`config.mk`:
```
export PLATFORM = sky130hd
export DESIGN_NAME = hwpe_cfg_arbiter
export DESIGN_NICKNAME = d
export VERILOG_FILES = /design/src/rtl/hwpe_cfg_arb_pkg.sv /design/src/rtl/hwpe_cfg_rr_pick.sv /design/src/rtl/hwpe_cfg_arbiter.sv
export SDC_FILE = /design/constraint.sdc
export NUM_CORES = 1
export LEC_CHECK = 0
export ABC_CLOCK_PERIOD_IN_PS = 3900
export BUFFER_PORTS_ARGS = -buffer_cell sky130_fd_sc_hd__buf_2
export CORE_AREA = 2 2 317 319
export CTS_BUF_LIST = sky130_fd_sc_hd__clkbuf_8 sky130_fd_sc_hd__clkbuf_16
export CTS_CLUSTER_SIZE = 25
export DETAILED_ROUTE_END_ITERATION = 6
export DIE_AREA = 0 0 319 321
export PLACE_DENSITY = 0.32
export SKIP_LAST_GASP = 1
export SLEW_MARGIN = 20
export SYNTH_ARGS = -nofsm -noshare
export SYNTH_HDL_FRONTEND = slang
export SYNTH_SLANG_ARGS = --single-unit
```
`constraint.sdc`:
```
create_clock -name clk_i -period 3.9 [get_ports clk_i]
set_input_delay 0 -clock clk_i [delete_from_list [all_inputs] [get_ports clk_i]]
set_output_delay 0 -clock clk_i [all_outputs]
set_load 0.03 [all_outputs]
```
`src/rtl/hwpe_cfg_arb_pkg.sv`:
```
// -----------------------------------------------------------------------------
// hwpe_cfg_arb_pkg
// Shared types and constants for the HWPE configuration-port arbiter.
//   arb_state_e          : arbiter FSM state (IDLE, REQ, RESP)
//   HWPE_CFG_DATA_WIDTH  : data width of the HWPE configuration port
// -----------------------------------------------------------------------------
package hwpe_cfg_arb_pkg;

  localparam int unsigned HWPE_CFG_DATA_WIDTH = 32;

  typedef enum logic [1:0] {
    IDLE = 2'd0,  // no transaction in flight
    REQ  = 2'd1,  // request presented to the HWPE, waiting for its grant
    RESP = 2'd2   // granted, waiting for the HWPE response
  } arb_state_e;

endpackage

```
`src/rtl/hwpe_cfg_rr_pick.sv`:
```
// -----------------------------------------------------------------------------
// hwpe_cfg_rr_pick
// Combinational round-robin picker: returns the first requesting index at or
// after ptr, wrapping from N-1 back to 0.
// Ports:
//   req   in  N      request vector
//   ptr   in  PTR_W  search start index (always < N)
//   valid out 1      at least one request present
//   idx   out PTR_W  winning index (0 when valid is low)
// -----------------------------------------------------------------------------
module hwpe_cfg_rr_pick #(
  parameter int unsigned N     = 8,
  parameter int unsigned PTR_W = 3
) (
  input  logic [N-1:0]     req,
  input  logic [PTR_W-1:0] ptr,
  output logic             valid,
  output logic [PTR_W-1:0] idx
);

  // One extra bit so ptr + offset (at most 2N-2) cannot overflow before the
  // wrap subtraction.
  logic [PTR_W:0] cand;

  // NOTE: every signal written in always_comb gets a default before any
  // conditional assignment; a path that leaves one unassigned infers a latch.
  always_comb begin
    valid = 1'b0;
    idx   = '0;
    cand  = '0;
    // Walk offsets from far to near so the nearest requester is written last
    // and therefore wins.
    for (int k = int'(N) - 1; k >= 0; k--) begin
      cand = {1'b0, ptr} + (PTR_W+1)'(k);
      if (cand >= (PTR_W+1)'(N)) begin
        cand = cand - (PTR_W+1)'(N);
      end
      if (req[cand[PTR_W-1:0]]) begin
        valid = 1'b1;
        idx   = cand[PTR_W-1:0];
      end
    end
  end

endmodule

```
`src/rtl/hwpe_cfg_arbiter.sv`:
```
// -----------------------------------------------------------------------------
// hwpe_cfg_arbiter
// Shares the single HWPE configuration slave port among N_CORES cores with
// round-robin arbitration and exactly one transaction in flight. The winner's
// request is latched and presented to the HWPE; the response is routed back
// to the core that issued it.
//
// Optional feature (macro HWPE_CFG_ARB_PERF_EN):
//   adds perf_clr_i and stall_cnt_o, a saturating count of cycles in which
//   some core requests without being granted.
//
// Ports:
//   clk_i, rst_ni            clock, asynchronous active-low reset
//   slv_req_i .. slv_id_i    per-core request bundle (wen: 1 = read)
//   slv_gnt_o                per-core grant (one-hot or zero)
//   slv_r_valid_o            per-core response valid
//   slv_r_rdata_o/_id_o      response data/id, broadcast, zero when idle
//   mst_req_o .. mst_id_o    latched request toward the HWPE
//   mst_gnt_i                HWPE grant
//   mst_r_valid_i/_data_i/_id_i  HWPE response
//   busy_o                   transaction in flight
// -----------------------------------------------------------------------------
module hwpe_cfg_arbiter
  import hwpe_cfg_arb_pkg::*;
#(
  parameter int unsigned N_CORES    = 8,
  parameter int unsigned ID_WIDTH   = 8,
  parameter int unsigned ADDR_WIDTH = 32
) (
  input  logic                                          clk_i,
  input  logic                                          rst_ni,
  input  logic [N_CORES-1:0]                            slv_req_i,
  input  logic [N_CORES-1:0][ADDR_WIDTH-1:0]            slv_add_i,
  input  logic [N_CORES-1:0]                            slv_wen_i,
  input  logic [N_CORES-1:0][3:0]                       slv_be_i,
  input  logic [N_CORES-1:0][HWPE_CFG_DATA_WIDTH-1:0]   slv_wdata_i,
  input  logic [N_CORES-1:0][ID_WIDTH-1:0]              slv_id_i,
  output logic [N_CORES-1:0]                            slv_gnt_o,
  output logic [N_CORES-1:0]                            slv_r_valid_o,
  output logic [HWPE_CFG_DATA_WIDTH-1:0]                slv_r_rdata_o,
  output logic [ID_WIDTH-1:0]                           slv_r_id_o,
  output logic                                          mst_req_o,
  output logic [ADDR_WIDTH-1:0]                         mst_add_o,
  output logic                                          mst_wen_o,
  output logic [3:0]                                    mst_be_o,
  output logic [HWPE_CFG_DATA_WIDTH-1:0]                mst_data_o,
  output logic [ID_WIDTH-1:0]                           mst_id_o,
  input  logic                                          mst_gnt_i,
  input  logic                                          mst_r_valid_i,
  input  logic [HWPE_CFG_DATA_WIDTH-1:0]                mst_r_data_i,
  input  logic [ID_WIDTH-1:0]                           mst_r_id_i,
`ifdef HWPE_CFG_ARB_PERF_EN
  input  logic                                          perf_clr_i,
  output logic [31:0]                                   stall_cnt_o,
`endif
  output logic                                          busy_o
);

  localparam int unsigned PTR_W = (N_CORES > 1) ? $clog2(N_CORES) : 1;

  arb_state_e       state_q, state_d;
  logic [PTR_W-1:0] ptr_q, ptr_d;
  logic [PTR_W-1:0] owner_q, owner_d;

  logic             pick_valid;
  logic [PTR_W-1:0] pick_idx;
  logic             load;

  logic [ADDR_WIDTH-1:0]          add_q;
  logic                           wen_q;
  logic [3:0]                     be_q;
  logic [HWPE_CFG_DATA_WIDTH-1:0] data_q;
  logic [ID_WIDTH-1:0]            id_q;

  // A single picker serves both arbitration points: ptr_q is already updated
  // at grant time, so the RESP-cycle re-arbitration sees the advanced pointer.
  hwpe_cfg_rr_pick #(
    .N     (N_CORES),
    .PTR_W (PTR_W)
  ) i_rr_pick (
    .req   (slv_req_i),
    .ptr   (ptr_q),
    .valid (pick_valid),
    .idx   (pick_idx)
  );

  // ---------------------------------------------------------------------------
  // Next state, grant and response routing
  // ---------------------------------------------------------------------------
  always_comb begin
    state_d       = state_q;
    ptr_d         = ptr_q;
    owner_d       = owner_q;
    load          = 1'b0;
    slv_gnt_o     = '0;
    slv_r_valid_o = '0;
    slv_r_rdata_o = '0;
    slv_r_id_o    = '0;

    unique case (state_q)
      IDLE: begin
        if (pick_valid) begin
          load    = 1'b1;
          state_d = REQ;
        end
      end

      REQ: begin
        if (mst_gnt_i) begin
          slv_gnt_o[owner_q] = 1'b1;
          ptr_d   = (owner_q == PTR_W'(N_CORES - 1)) ? '0 : owner_q + 1'b1;
          state_d = RESP;
        end
      end

      RESP: begin
        if (mst_r_valid_i) begin
          slv_r_valid_o[owner_q] = 1'b1;
          slv_r_rdata_o          = mst_r_data_i;
          slv_r_id_o             = mst_r_id_i;
          // Back-to-back path: the next winner is latched in the response
          // cycle, giving one transaction every two cycles at best.
          if (pick_valid) begin
            load    = 1'b1;
            state_d = REQ;
          end else begin
            state_d = IDLE;
          end
        end
      end

      default: state_d = IDLE;
    endcase

    if (load) begin
      owner_d = pick_idx;
    end
  end

  // ---------------------------------------------------------------------------
  // State, pointer and owner registers
  // ---------------------------------------------------------------------------
  // NOTE: sequential state uses non-blocking assignments so every register
  // samples the pre-edge values, independent of statement order.
  always_ff @(posedge clk_i or negedge rst_ni) begin
    if (!rst_ni) begin
      state_q <= IDLE;
      ptr_q   <= '0;
      owner_q <= '0;
    end else begin
      state_q <= state_d;
      ptr_q   <= ptr_d;
      owner_q <= owner_d;
    end
  end

  // ---------------------------------------------------------------------------
  // Latched master request fields
  // ---------------------------------------------------------------------------
  // NOTE: these data registers are reset even though they are only meaningful
  // while mst_req_o is high, because they drive the mst_* outputs directly and
  // those must read zero out of reset.
  always_ff @(posedge clk_i or negedge rst_ni) begin
    if (!rst_ni) begin
      add_q  <= '0;
      wen_q  <= 1'b0;
      be_q   <= '0;
      data_q <= '0;
      id_q   <= '0;
    end else if (load) begin
      add_q  <= slv_add_i[pick_idx];
      wen_q  <= slv_wen_i[pick_idx];
      be_q   <= slv_be_i[pick_idx];
      data_q <= slv_wdata_i[pick_idx];
      id_q   <= slv_id_i[pick_idx];
    end
  end

  assign mst_req_o  = (state_q == REQ);
  assign mst_add_o  = add_q;
  assign mst_wen_o  = wen_q;
  assign mst_be_o   = be_q;
  assign mst_data_o = data_q;
  assign mst_id_o   = id_q;
  assign busy_o     = (state_q != IDLE);

  // ---------------------------------------------------------------------------
  // Optional stall counter
  // ---------------------------------------------------------------------------
`ifdef HWPE_CFG_ARB_PERF_EN
  logic stall;
  assign stall = |(slv_req_i & ~slv_gnt_o);

  always_ff @(posedge clk_i or negedge rst_ni) begin
    if (!rst_ni) begin
      stall_cnt_o <= '0;
    end else if (perf_clr_i) begin
      stall_cnt_o <= '0;
    end else if (stall && (stall_cnt_o != 32'hFFFF_FFFF)) begin
      stall_cnt_o <= stall_cnt_o + 32'd1;
    end
  end
`endif

  // ---------------------------------------------------------------------------
  // Protocol invariants
  // ---------------------------------------------------------------------------
`ifndef SYNTHESIS
  a_gnt_onehot : assert property (@(posedge clk_i) disable iff (!rst_ni)
    $onehot0(slv_gnt_o));
  a_gnt_in_req : assert property (@(posedge clk_i) disable iff (!rst_ni)
    (slv_gnt_o != '0) |-> (state_q == REQ));
  a_rvalid_onehot : assert property (@(posedge clk_i) disable iff (!rst_ni)
    $onehot0(slv_r_valid_o));
`endif

endmodule

```
# --- Yosys cells after proc, flatten, opt, wreduce, memory -nomap -nowiden ---
# Cells that the tools add are included.
word_totals:
  regBits: 85
  n_memories: 0
  mem_bits_rw: 0
  out_inout_bits: 135
  latch_bits: 0
  romBits: 0
op_classes:
  bitwise: 0
  reduce_logical: 5
  order_cmp: 19
  n_eq_ne: 6
  addsub: 16
  mux: 69
  div_mod_pow: 0
  shifts: 0
  multipliers: 0
ops:
  columns: ["operator", "count"]
  rows:
  - ["binary-select mux 32 bit (select 3 bit)", 2]
  - ["two-way mux 32 bit", 4]
  - ["two-way mux 8 bit", 7]
  - ["two-way mux 3 bit", 17]
  - ["< comparator 3 x 4 -> 1 bit, second input constant", 10]
  - [">= comparator 4 bit, second input constant", 7]
  - ["binary-select mux 1 bit (select 3 bit)", 9]
  - ["binary-select mux 8 bit (select 3 bit)", 1]
  - ["subtractor 3 x 1 -> 3 bit, second input constant", 8]
  - ["two-way mux 1 bit", 21]
  - ["adder 3 x 3 -> 4 bit, second input constant", 4]
  - ["binary-select mux 4 bit (select 3 bit)", 1]
  - ["adder 3 x 2 -> 4 bit, second input constant", 2]
  - ["two-way mux 2 bit", 3]
  - ["case mux 2 bit (3 select lines)", 1]
  - ["adder 3 x 1 -> 4 bit, second input constant", 1]
  - [">= comparator 3 x 4 -> 1 bit, second input constant", 1]
  - ["two-way mux 4 bit", 1]
  - ["!= test 2 x 1 -> 1 bit, second input constant", 2]
  - ["adder 3 x 1 -> 3 bit, second input constant", 1]
  - ["demux 1 bit (select 3 bit)", 1]
  - ["== test 3 bit, second input constant", 1]
  - [">= comparator 3 x 1 -> 1 bit, second input constant", 1]
  - ["AND reduction 3 bit", 1]
  - ["other kinds (8)", 8]

# --- Logic depth before layout (Yosys ltp) ---
depth:
  word_depth: 16
  ltp_mapped: 15

# --- Cells and area by module ---
# From an unflattened synthesis, not the netlist that was laid out.
hier_totals:
  cells_unflattened: 980
  area_unflattened_um2: 9798.1
modules_own_cells:
  columns: ["module", "cells_per_inst", "area_per_inst_um2", "seq_area_each_um2", "instances"]
  rows:
  - ["hwpe_cfg_arbiter", 890, 9016.1, 2127.0, 1]
  - ["hwpe_cfg_rr_pick", 90, 782.0, 0.0, 1]

# --- Worst setup path after synthesis ---
# OpenSTA, ideal clock, no wires.
synth_path:
  path_kind: "reg2reg"
  from: "register ptr_q[1]"
  to: "register data_q[0] (netlist: mst_data_o[0])"
  stages_incl_launch_ff: 16
  path_buffers: 5
  setup_slack_ns: 0.085
  setup_time_ns: 0.151
  arrival_ns: 3.664
  path_cell_list: "dfrtp_1 > buf_2 > buf_2 > inv_2 > ha_1 > clkbuf_1 > mux4_2 > a221oi_1 > nor2_1 > a21oi_1 > nand2_1 > nor3_2 > buf_2 > buf_1 > a22o_1 > a211oi_2"
synth_between:
  elab_chain_cells: 16
  elab_cells_between_ends: 68
  classes_between: "15 x add/sub; 8 x order compare; 45 x mux"
synth_rtl:
  columns: ["element", "line_no", "rtl"]
  rows:
  - ["from (decl)", "hwpe_cfg_arbiter.sv:62", "logic [PTR_W-1:0] ptr_q, ptr_d;"]
  - ["from (signal assigned)", "hwpe_cfg_arbiter.sv:152", "ptr_q <= ptr_d;"]
  - ["adder 3 x 3 -> 4 bit", "hwpe_cfg_rr_pick.sv:34", "cand = {1'b0, ptr} + (PTR_W+1)'(k);"]
  - [">= comparator 4 bit or subtractor 3 x 1 -> 3 bit (tied branches)", "hwpe_cfg_rr_pick.sv:35, hwpe_cfg_rr_pick.sv:36", null]
  - ["two-way mux 3 bit", "hwpe_cfg_rr_pick.sv:35", "if (cand >= (PTR_W+1)'(N)) begin"]
  - ["binary-select mux 1 bit (select 3 bit)", "hwpe_cfg_rr_pick.sv:38", "if (req[cand[PTR_W-1:0]]) begin"]
  - ["two-way mux 1 bit (not written as such)", "hwpe_cfg_rr_pick.sv:38", null]
  - ["two-way mux 1 bit (8 in series)", "hwpe_cfg_rr_pick.sv:38", null]
  - ["two-way mux 1 bit", "hwpe_cfg_arbiter.sv:102, hwpe_cfg_arbiter.sv:123", null]
  - ["two-way mux 1 bit", "hwpe_cfg_arbiter.sv:117", "if (mst_r_valid_i) begin"]
  - ["case mux 1 bit (2 select lines)", "hwpe_cfg_arbiter.sv:100", "unique case (state_q)"]
  - ["to (signal assigned)", "hwpe_cfg_arbiter.sv:174", "data_q <= slv_wdata_i[pick_idx];"]
  - ["to (decl)", "hwpe_cfg_arbiter.sv:72", "logic [HWPE_CFG_DATA_WIDTH-1:0] data_q;"]
# Several ways; a longest one is shown, not always the timed one. The select of a mux whose other input is x is not followed.
# A chain may end at the register's enable or synchronous reset.

# --- Worst setup path in the final report ---
layout_path:
  from: "register ptr_q[0]"
  to: "register data_q[8] (netlist: mst_data_o[8])"
# The elaborated chain is that of the path after synthesis.

==> flow_metrics.tcl <==
set metrics [dict create \
    wirelength_mm 67.3 \
    reg2reg_to "mst_data_o[8]$_DFFE_PN0P_" \
    swShare 0.511 \
    rr_startpoint "ptr_q[0]$_DFFE_PN0P_" \
    viasPerCell 3.77 \
    drcViolationCount 0 \
    power_leakage_uw 0.00803 \
    yosys_warnings 0 \
    area_growth_pct 76.8 \
    worst-slew-pin-transition_ns 0.771 \
    synth_top_area_frac 0.250 \
    fp.dieH_microns 321 \
    holdPathEnd "mst_id_o[2]$_DFFE_PN0P_" \
    synth_flop_cell "dfrtp_1" \
    io_buffers 802 \
    slowest_delay_ns 0.61 \
    rows 116 \
    use_met1 0.145 \
    nets 2492 \
    cp.arrival_ns 3.94 \
    power.share.clock 0.055 \
    finalCritPeriodShare 0.945 \
    clk_path_buf_depth 2 \
    grt_util_met3 0.0326 \
    ant_nets 0 \
    synth.area.top_cells "mux2i_1 (25%), dfrtp_1 (22%), mux2_2 (10%), a211oi_2 (9.2%), a22o_1 (7.0%)" \
    hold_viol_final 0 \
    layout_commonest_cell "buf_2" \
    syn_area_sq_um 9610 \
    crit_path_top_delay_cell "mux4_2" \
    p_sw_uw 9490 \
    htreeDepth 3 \
    whs_path_depth 3 \
    cts_sinks 85 \
    synth_edf_count 0 \
    grt-busiest-layer "met2" \
    pwr-share-comb 0.849 \
    max_slew_margin 0.486 \
    async_flop_share 1.00 \
    drtPass1Iterations 5 \
    multiInputGateArea_sq_um 6980 \
    crit_type "reg2reg" \
    grt_pass1_wl_mm 92.5 \
    grt_pass1_vias 12800 \
    gp_congestion 0.983 \
    setup_violations 0 \
    syn_nets 1595 \
    post-route-min-period_ns 3.69 \
    p_total_uw 18600 \
    root_buffer "clkbuf_16" \
    path_depth 10 \
    synth.distinct_cells 57 \
    place_ws_ns -0.0266 \
    layout-drive-gt1-share 0.585 \
    start_util 0.0968 \
    antenna_found_initial 31 \
    final_cells 3141 \
    p_int_uw 9070 \
    crit_chain "buf_6 > mux4_2 > nor2_1 > o211ai_1 > a311oi_1 > a2bb2oi_4 > buf_12 > mux2i_1 > dlygate4sd3_1 > a211oi_2" \
    grtUsageMet2 0.226 \
    wl_per_cell_microns 21.4 \
    finalWorstSetupSlack_ns 0.214 \
    power_density_nw_per_um2 1090 \
    final_cell_mix "buf_2 (801), mux2i_1 (239), dlygate4sd3_1 (119), mux2_2 (87), dfrtp_1 (85)" \
    hold_start "slv_id_i[26]" \
    skew_ns 0.0177 \
    rsz0062_at_grt "false" \
    placedCellCount 2987 \
    crit_fanout 31 \
    synth_seq_cells 85 \
    finalMaxSlewViolations 0 \
    vias 11800 \
    die-area_sq_um 102000 \
    sequentialPowerShare 0.096 \
    nFillCells 11300 \
    syn_area_per_cell_sq_um 10.4 \
    startpoint_type "flop" \
    cts_tree "yes" \
    grt_max_degree 48 \
    grt_overflow 0 \
    die_w_microns 319 \
    fmax_mhz 271 \
    cts_made_buffers 9 \
    min_path_type "in2reg" \
    vdd_drop_max_uv 557 \
    grt_use_total 0.125 \
    core_sq_um 99300 \
    cp-end-kind "flop" \
    syn_inst 923 \
    regArea_sq_um 2130 \
    yosysTopAreaCell "mux2i_1" \
    crit_required_ns 4.15 \
    drt_iter0_markers 445 \
    reg2reg_slack_ns 0.21 \
    clock_latency_ns 0.40 \
    path_clk_slew_ns 0.08 \
    ys_seq_area_frac 0.221 \
    crit_buf_inv 3 \
    reg2reg_depth 10 \
    cp_top_family "buffers and inverters" \
    drv_cap 0 \
    num_io_pins 803 \
    status "completed" \
    hpwl_mm 56.3 \
]
-- synthesized netlist by cell type, types with 2 or more instances --
cell type	instances
nor2b_1	4
nor4_1	2
clkbuf_1	37
nand3_1	2
a211oi_1	10
nand2_1	8
a21o_1	2
a22o_1	77
nand2b_1	6
a221o_1	2
a21oi_1	12
dfrtp_1	85
and2_1	42
ha_1	4
xor2_1	2
a221oi_1	2
a211oi_2	71
or2_2	2
inv_2	2
nor3_1	10
inv_1	5
mux2_1	4
o21ai_0	5
buf_1	6
buf_6	16
or3_1	3
buf_2	15
buf_4	19
mux4_2	15
o211ai_1	2
nor2_1	23
mux2_2	87
o221a_2	2
o22ai_1	77
mux2i_1	240
-- layout make-up --
| type | instances | share of cell area |
|---|---|---|
| Antenna cell | 18 | 0.00265 |
| Clock buffer | 9 | 0.0133 |
| Clock inverter | 7 | 0.00464 |
| Inverter | 7 | 0.00155 |
| Multi-Input combinational cell | 738 | 0.411 |
| Sequential cell | 85 | 0.125 |
| Tap cell | 1298 | 0.0956 |
| Timing Repair Buffer | 979 | 0.346 |
-- per-layer routing --
layer  vias up  part of all wire
li1       5480                 -
met3        70             0.050
met2       440              0.52
met1      5849              0.41
met5         -           0.00018
met4         2             0.022
-- timing repair --
action,CTS,global route
resized for setup,1,4
gates cloned,0,0
endpoints found under the setup margin,1,41
buffers inserted,1,0
pin swaps,0,2
endpoints found under the hold margin,101,1
hold buffers,118,1
-- worst reg2reg max path: cells and delay by family (launching register included) --
kind	cells	cell delay [ns]
DFF	1	0.36
muxes	2	0.93
buffers and inverters	3	1.08
AOI/OAI and AO/OA	4	0.93
and+or+nand+nor	1	0.26
-- flip-flops by register name, indices dropped and copies added (netlist names) --
signal and flops:
mst_be_o 4, mst_data_o 32, mst_id_o 8, mst_wen_o 1
ptr_q 3, mst_add_o 32, owner_q 3, state_q 2
-- power by group through the flow --
stage / Sequential [uW] / Clock, uW / Combinational (uW)
floorplan: 2420 / 0 / 10500
global placement: 1790 / 0 / 15700
detailed placement: 1780 / 0 / 15800
CTS: 1780 / 1100 / 16000
global route: 1840 / 1120 / 16800
finish: 1770 / 1020 / 15800
-- cell families (layout without fill, tap and decap cells) --
| logic type | Yosys count | count (layout) | share of synthesized area |
|---|---|---|---|
| muxes | 346 | 346 | 0.392 |
| AOI/OAI and AO/OA | 275 | 275 | 0.252 |
| and+or+nand+nor | 110 | 110 | 0.0656 |
| buffers and inverters | 100 | 1002 | 0.0609 |
| DFF | 85 | 85 | 0.221 |
| adders and majority gates | 4 | 4 | 0.00521 |
| xor gates and xnor gates | 3 | 3 | 0.00273 |
| other | 0 | 18 | 0 |
-- how the worst max path moves through the flow --
stage	startpoint	slack, ns	end
2_1_floorplan	ptr_q[1]$_DFFE_PN0P_	0.09	mst_data_o[0]$_DFFE_PN0P_
3_3_place_gp	ptr_q[0]$_DFFE_PN0P_	-0.03	mst_data_o[8]$_DFFE_PN0P_
3_5_place_dp	ptr_q[0]$_DFFE_PN0P_	-0.03	mst_data_o[8]$_DFFE_PN0P_
4_1_cts	ptr_q[0]$_DFFE_PN0P_	0.09	mst_be_o[0]$_DFFE_PN0P_
5_1_grt	ptr_q[1]$_DFFE_PN0P_	0.04	mst_data_o[8]$_DFFE_PN0P_
6_report	ptr_q[0]$_DFFE_PN0P_	0.21	mst_data_o[8]$_DFFE_PN0P_
-- through the flow --
step	utilization	cell area, sq um	hold slack [ns]	setup TNS [ns]
2_1_floorplan	-	9610	-0.296	0
3_3_place_gp	0.155	15400	0.134	-0.0319
3_5_place_dp	0.155	15400	0.127	-0.0266
4_1_cts	0.170	16900	0.0000784	0
5_1_grt	0.171	17000	0.0179	0
6_report	0.171	17000	0.0252	0
No activity file was read; power rests on OpenSTA's default activity.
